### config.mk
export PLATFORM = sky130hd
export DESIGN_NAME = ptn_reader
export DESIGN_NICKNAME = d
export VERILOG_FILES = /design/src/rtl/ptn_reader.sv
export SDC_FILE = /design/constraint.sdc
export NUM_CORES = 1
export LEC_CHECK = 0
export ABC_CLOCK_PERIOD_IN_PS = 4350
export BUFFER_PORTS_ARGS = -buffer_cell sky130_fd_sc_hd__buf_2
export CORE_ASPECT_RATIO = 0.7
export CORE_UTILIZATION = 55
export CTS_CLUSTER_SIZE = 8
export DETAILED_ROUTE_END_ITERATION = 8
export GPL_TIMING_DRIVEN = 0
export PLACE_DENSITY_LB_ADDON = 0.3
export SLEW_MARGIN = 5
export SYNTH_ARGS = -nofsm -noshare
export SYNTH_HDL_FRONTEND = slang
export SYNTH_SLANG_ARGS = --single-unit
### constraint.sdc
create_clock -name clk -period 4.35 [get_ports clk]
set_input_delay 0.87 -clock clk [delete_from_list [all_inputs] [get_ports clk]]
set_output_delay 0.87 -clock clk [all_outputs]
set_load 0.01 [all_outputs]
### src/rtl/ptn_reader.sv
// Pattern RAM read sequencer: walks [start_addr..end_addr] loop_cnt times and streams
// words to the executor through a fall-through prefetch FIFO that hides the RAM read latency.
module ptn_reader #(
    parameter int ADDR_W     = 24,
    parameter int DATA_W     = 16,
    parameter int FIFO_DEPTH = 4
) (
    input  logic              clk,
    input  logic              rst_n,
    input  logic              start,
    input  logic              abort,
    input  logic [ADDR_W-1:0] start_addr,
    input  logic [ADDR_W-1:0] end_addr,
    input  logic [15:0]       loop_cnt,
    output logic              ram_en,
    output logic [ADDR_W-1:0] ram_addr,
    input  logic [DATA_W-1:0] ram_data,
    output logic [DATA_W-1:0] word_o,
    output logic              word_valid,
    input  logic              word_ready,
    output logic              busy,
    output logic              done,
    output logic              err_range
);

    localparam int PTR_W = (FIFO_DEPTH > 1) ? $clog2(FIFO_DEPTH) : 1;
    localparam int CNT_W = PTR_W + 1;

    typedef enum logic [1:0] {
        S_IDLE,
        S_FETCH,
        S_DRAIN,
        S_DONE
    } state_t;

    state_t            state_q, state_d;
    logic [ADDR_W-1:0] cur_addr_q, cur_addr_d;
    logic [ADDR_W-1:0] start_q, end_q;
    logic [15:0]       passes_q, passes_d;
    logic              load;
    logic              range_err;

    // Read stage: vld_p1 marks a read issued last cycle whose data is on ram_data now
    logic              vld_p1;
    logic              issue;
    logic [CNT_W-1:0]  occupancy;

    logic [DATA_W-1:0] fifo_mem [FIFO_DEPTH];
    logic [PTR_W-1:0]  rd_ptr, wr_ptr;
    logic [CNT_W-1:0]  fifo_cnt, cnt_next;
    logic              fifo_empty;
    logic              fifo_push, fifo_pop;
    logic              accept;
    logic              flush;

    assign flush      = abort && (state_q != S_IDLE);
    assign occupancy  = fifo_cnt + CNT_W'(vld_p1);
    assign issue      = (state_q == S_FETCH) && !abort && (occupancy < CNT_W'(FIFO_DEPTH));

    // An empty FIFO passes the landing read straight through so the first word costs no extra cycle
    assign fifo_empty = (fifo_cnt == '0);
    assign word_valid = !fifo_empty || vld_p1;
    assign word_o     = fifo_empty ? ram_data : fifo_mem[rd_ptr];
    assign accept     = word_valid && word_ready;
    assign fifo_pop   = accept && !fifo_empty;
    assign fifo_push  = vld_p1 && !(fifo_empty && word_ready);
    assign cnt_next   = fifo_cnt + CNT_W'(fifo_push) - CNT_W'(fifo_pop);

    assign ram_en     = issue;
    assign ram_addr   = cur_addr_q;
    assign busy       = (state_q == S_FETCH) || (state_q == S_DRAIN);
    assign done       = (state_q == S_DONE);

    assign range_err  = (state_q == S_IDLE) && start && !abort && (end_addr < start_addr);

    always_comb begin
        state_d    = state_q;
        cur_addr_d = cur_addr_q;
        passes_d   = passes_q;
        load       = 1'b0;
        case (state_q)
            S_IDLE: begin
                if (start && !abort && (end_addr >= start_addr)) begin
                    state_d    = S_FETCH;
                    cur_addr_d = start_addr;
                    passes_d   = (loop_cnt == 16'd0) ? 16'd1 : loop_cnt;
                    load       = 1'b1;
                end
            end
            S_FETCH: begin
                if (issue) begin
                    if (cur_addr_q == end_q) begin
                        // Wrap reloads the address in the same cycle as the last read of the pass
                        if (passes_q > 16'd1) begin
                            passes_d   = passes_q - 16'd1;
                            cur_addr_d = start_q;
                        end else begin
                            state_d = S_DRAIN;
                        end
                    end else begin
                        cur_addr_d = cur_addr_q + ADDR_W'(1);
                    end
                end
            end
            S_DRAIN: begin
                if (cnt_next == '0) begin
                    state_d = S_DONE;
                end
            end
            S_DONE: begin
                state_d = S_IDLE;
            end
            default: begin
                state_d = S_IDLE;
            end
        endcase
        if (flush) begin
            state_d = S_IDLE;
        end
    end

    always_ff @(posedge clk or negedge rst_n) begin
        if (!rst_n) begin
            state_q    <= S_IDLE;
            cur_addr_q <= '0;
            start_q    <= '0;
            end_q      <= '0;
            passes_q   <= '0;
            err_range  <= 1'b0;
        end else begin
            state_q    <= state_d;
            cur_addr_q <= cur_addr_d;
            passes_q   <= passes_d;
            err_range  <= range_err;
            if (load) begin
                start_q <= start_addr;
                end_q   <= end_addr;
            end
        end
    end

    // FIFO control and read-stage valid
    always_ff @(posedge clk or negedge rst_n) begin
        if (!rst_n) begin
            vld_p1   <= 1'b0;
            rd_ptr   <= '0;
            wr_ptr   <= '0;
            fifo_cnt <= '0;
        end else if (flush) begin
            vld_p1   <= 1'b0;
            rd_ptr   <= '0;
            wr_ptr   <= '0;
            fifo_cnt <= '0;
        end else begin
            vld_p1   <= issue;
            fifo_cnt <= cnt_next;
            if (fifo_push) begin
                wr_ptr <= wr_ptr + PTR_W'(1);
            end
            if (fifo_pop) begin
                rd_ptr <= rd_ptr + PTR_W'(1);
            end
        end
    end

    always_ff @(posedge clk) begin
        if (fifo_push) begin
            fifo_mem[wr_ptr] <= ram_data;
        end
    end

endmodule

* Word level (Yosys, flattened, before mapping)
Memory sizes are Yosys's and may differ from the RTL's. Cells that the tools add are included.
Operators by class: $add $sub $neg 7, $lt $le $gt $ge 4, equal/unequal tests 14, multiplexer cells 29, reductions and logical operators 28
Operator list (count):
- $mux 16 | 6
- $mux 24 | 4
- $pmux 24 s2 | 1
- $pmux 16 s2 | 1
- $add 24x1->24 const B | 1
- $eq 24x24->1 | 1
- $ge 24x24->1 | 1
- $lt 24x24->1 | 1
- $mux 2 | 10
- $gt 16x1->1 const B | 1
- $logic_not 16->1 | 1
- $sub 16x1->16 const B | 1
- $logic_and 1x1->1 | 12
- $ne 3x2->1 const B | 4
- $reduce_and 5->1 | 2
- $pmux 2 s4 | 1
- $reduce_bool 2->1 | 4
- $add 3x1->3 | 2
- $logic_not 3->1 | 2
- $ne 2x1->1 const B | 3
- $ne 3x3->1 const B | 2
- $mux 1 | 5
- $add 2x1->2 const B | 2
- $eq 2x2->1 const B | 2
- other kinds (9) | 12
Word-level totals: register bits after elaboration 99, RAM bits 64, input port bits 85, memories 1
Memories:
- fifo_mem | words 4, bits a word 16, rd ports 1, clocked after memory_dff 0, wr ports 1, line 48 | logic [DATA_W-1:0] fifo_mem [FIFO_DEPTH];

* Longest topological paths before layout
depth in word-level cells 10, mapped depth 14

* Worst setup path after synthesis
OpenSTA, ideal clock, no wires.
kind in2reg, start input port word_ready, end register state_q[0], library setup time 131 ps, arrival time 3239 ps, required time 4219 ps, slack 981 ps, stages on the path 13, path buffers 0, cell sequence a21boi_1 -> inv_1 -> ha_1 -> inv_1 -> ha_1 -> inv_1 -> fa_1 -> xnor2_1 -> xnor2_1 -> or3b_2 -> a22oi_1 -> o2bb2ai_1 -> mux2i_1
Between the ends: cells in the longest elaborated chain, start to end 8, elaborated cells between the ends (all ways) 10, classes of those cells add/sub: 2; eq/ne: 1; reduce/logical: 7
RTL lines:
- start, declared | line 20 | input logic word_ready,
- $logic_and 1x1->1 | line 66 | assign fifo_push = vld_p1 && !(fifo_empty && word_ready);
- $logic_not 1->1 | line 66
- $logic_and 1x1->1 | line 66
- $add 3x1->3 | line 67 | assign cnt_next = fifo_cnt + CNT_W'(fifo_push) - CNT_W'(fifo_pop);
- $sub 3x1->3 (*) | line 67
- $logic_not 3->1 (*) | line 106 | if (cnt_next == '0) begin
- $ne 3x2->1 (no line) (*)
- $reduce_and 5->1 (no line) (*)
- end signal, assigned | line 131 | state_q <= state_d;
- end, declared | line 36 | state_t state_q, state_d;
Mark *: on every way between the ends. The rest lies on a longest branch, timed or not. A chain may end at the register's enable or synchronous reset.

* Worst setup path in the final report
start register fifo_cnt[1], end register state_q[0]
Between the ends: cells in the longest elaborated chain, start to end 9, elaborated cells between the ends (all ways) 17, classes of those cells add/sub: 3; order compare: 1; eq/ne: 2; reduce/logical: 11
RTL lines:
- start, declared | line 50 | logic [CNT_W-1:0] fifo_cnt, cnt_next;
- start signal, assigned | line 156 | fifo_cnt <= cnt_next;
- $logic_not 3->1 | line 61 | assign fifo_empty = (fifo_cnt == '0);
- $logic_and 1x1->1 or $logic_not 1->1 (tied branches) | line 66, 62, 65
- $logic_not 1->1 or $logic_or 1x1->1 (tied branches) | line 66, 62
- $logic_and 1x1->1, on equally long branches | line 66, 64
- $add 3x1->3 or $logic_and 1x1->1 (tied branches) | line 67, 65
- $sub 3x1->3 | line 67
- $logic_not 3->1 | line 106
- $ne 3x2->1 (no line)
- $reduce_and 5->1 (no line) (*)
Marks and branches as above.

==> run metrics <==
most common cell in the netlist=dfrtp_1; status=completed; die width=153.8 um; Max Clk Rate=259.1 MHz; crit path launch type=flip-flop; fillcell total=1198; die height=108.3 um; Worst Setup End Kind=flip-flop; Total GRT Usage=28.36%; synthesis-to-finish area growth=16.72%; Hold Crit Class=in -> async; TritonRoute pass-1 iters=5; Vias per Instance=5.913; synth top area cells=dfrtp_1 28%, edfxtp_1 22%, ha_1 5.4%; Nets=1070; initial antenna violation count=0; DP Worst Slack=0.5643 ns; Slew HR=40.44%; first-pass GRT wire length=35490 um; root buffer selected by CTS=clkbuf_16; average routed wire per standard cell=19.30 um; HPWL after DPL=16430 um; DIE AREA=16650 um^2; H-Tree Depth=4; number of global-route vias before repair=6475; TritonCTS clock tree=built; Yosys cell types=74; Max-Cap Viols=0; DR iter-0 viols=622; grt total ovfl=0; Mapped Area=8870 um^2; pwr dens=674.2 nW/um^2; sequential cell area=4399 um^2; Resized Gates After CTS=0; Tmin final=3.860 ns; CTS Sinks=163; Worst Skew=0.01059 ns; crit share post-route=88.73%; crit path DAT=4.16 ns; Critical Path Fanout Max=10; Yosys reg bits=163; Max Buffers Root-to-Sink=2; remaining antenna violation count after routing=0; Yosys warnings=0; Required @ worst endpoint=4.65 ns; Gate Count Post-Synth=797; max-slew violations=0; Final WS setup=0.4904 ns; Max VDD drop=0.3440 mV; Starting Density=56.70%; Non-Filler Instances=1159; critical path type=reg -> reg; Fin. Hold Viols=0; postcts setup bufs=0; GRT met3 Usage=6.413%; Vias=6853; num rows=38; top-area cell type share of the netlist area=27.93%; clk_lat worst skew=0.43 ns; dpl cells=1127; cell leakage power=4.409 nW; Port Buffers=129; wirelength, routed=22370 um; Remaining DRCs=0; DP Area=9796 um^2; biggest area consumer among synthesized cells=dfrtp_1; met2 GRT Util=41.59%; busiest grt layer=met1; post-route cell area=10350 um^2; Overall Power=6.979 mW; gpl congestion=0.8707; WHS=0.4288 ns; Tightest Pin Transition=0.8934 ns; cts-stage hold buffer count=0; GR Util met1=42.21%; area of the multi-input gates=4084 um^2; # IOs=130; Mapped Nets=921; Core Util, Final=66.18%; Synth async-reset ratio=60.74%; final setup TNS=0 ns; Post-synth top cells=99 x dfrtp_1, 77 x nand2_1, 64 x edfxtp_1; EDFF count, synth=64; layout cells sized above 1=27.63%; Seq/Total Area, Yosys=49.60%; clock transition at the registers of the reported paths=0.07 ns; clock buffer count from CTS=17; Inserted Diodes=0; core area=15640 um^2; syn_area_per_cell=11.13 um^2; final setup vio count=0; RSZ-0062 raised after global routing=no; pin count of the biggest net entering global routing=61; Main synth FF type=dfrtp_1
-- routing by layer --
layer / up-vias / part of all wire (%)
met5: - / 0
met4: 0 / 1.8
met3: 33 / 6.9
met2: 289 / 43
met1: 3331 / 48
li1: 3200 / -
-- worst max-delay path: stages, from the launching register on --
cell,delay (ns)
dfrtp_1,0.45
nor3_2,0.73
a21boi_1,0.36
inv_1,0.12
ha_1,0.23
inv_1,0.06
ha_1,0.13
inv_1,0.05
fa_1,0.38
xnor2_1,0.15
xnor2_1,0.14
or3b_2,0.45
a22oi_1,0.20
o2bb2ai_1,0.15
mux2i_1,0.17
-- final cells by class --
type,instances,share of cell area (%)
Buffer,42,1.958
Timing Repair Buffer,130,6.526
Inverter,49,1.777
Sequential cell,163,42.49
Tap cell,200,2.417
Multi-Input combinational cell,543,39.45
Clock inverter,15,1.269
Clock buffer,17,4.109
-- flip-flops by register name (all words and copies together) (netlist names) --
signal / flops
end_q: 24
err_range: 1
fifo_cnt: 3
fifo_mem: 64
passes_q: 16
ram_addr: 24
rd_ptr: 2
start_q: 24
state_q: 2
vld_p1: 1
wr_ptr: 2
-- power by group --
part | leakage (nW) | switching, mW | internal, mW
clock network | 0.267 | 0.641 | 0.791
logic | 2.35 | 1.65 | 1.36
registers | 1.79 | 0.460 | 2.08
total | 4.41 | 2.75 | 4.23
-- worst paths after layout --
check | cells after the start | slack [ns] | from | to
worst max-delay path | 14 | 0.49 | fifo_cnt[1] | state_q[0]
worst min register to register | 2 | 0.48 | start_q[10] | start_q[10]
min in group clk | 2 | 0.48 | start_q[10] | start_q[10]
worst max register to register | 14 | 0.49 | fifo_cnt[1] | state_q[0]
max in group asynchronous | 2 | 3.23 | rst_n | start_q[4]
worst min-delay path | 1 | 0.43 | rst_n | passes_q[14]
-- cell usage in the layout (no fill, tap or decap), drive strengths merged, types with 3 or more instances in the layout --
master	count
nor2	47
o21ai	61
xnor2	37
clkbuf	40
nor4	8
a21o	3
nand4	17
o22ai	5
nor3	22
and3	6
buf	149
nor2b	8
edfxtp	64
mux2i	11
a31oi	10
o221a	12
and2	5
dfrtp	99
o22a	5
a221o	3
o31ai	3
a21oi	18
mux4	16
nand3b	3
inv	53
a311oi	3
ha	38
mux2	43
clkinv	8
xor2	10
nand2	78
nand3	31
nand2b	3
o311ai	5
-- kinds of logic (layout without fill, tap and decap cells) --
logic type / Yosys count / count (layout) / share of synthesized area, %
flip-flops: 163 / 163 / 49.60
adder cells (fa/ha/maj): 39 / 39 / 5.586
AO/OA/AOI/OAI: 149 / 149 / 11.40
multiplexers: 70 / 70 / 10.76
buffers and inverters: 91 / 253 / 4.359
AND/OR/NAND/NOR: 238 / 238 / 13.57
XOR/XNOR: 47 / 47 / 4.726
(Power assumes the default switching activity.)
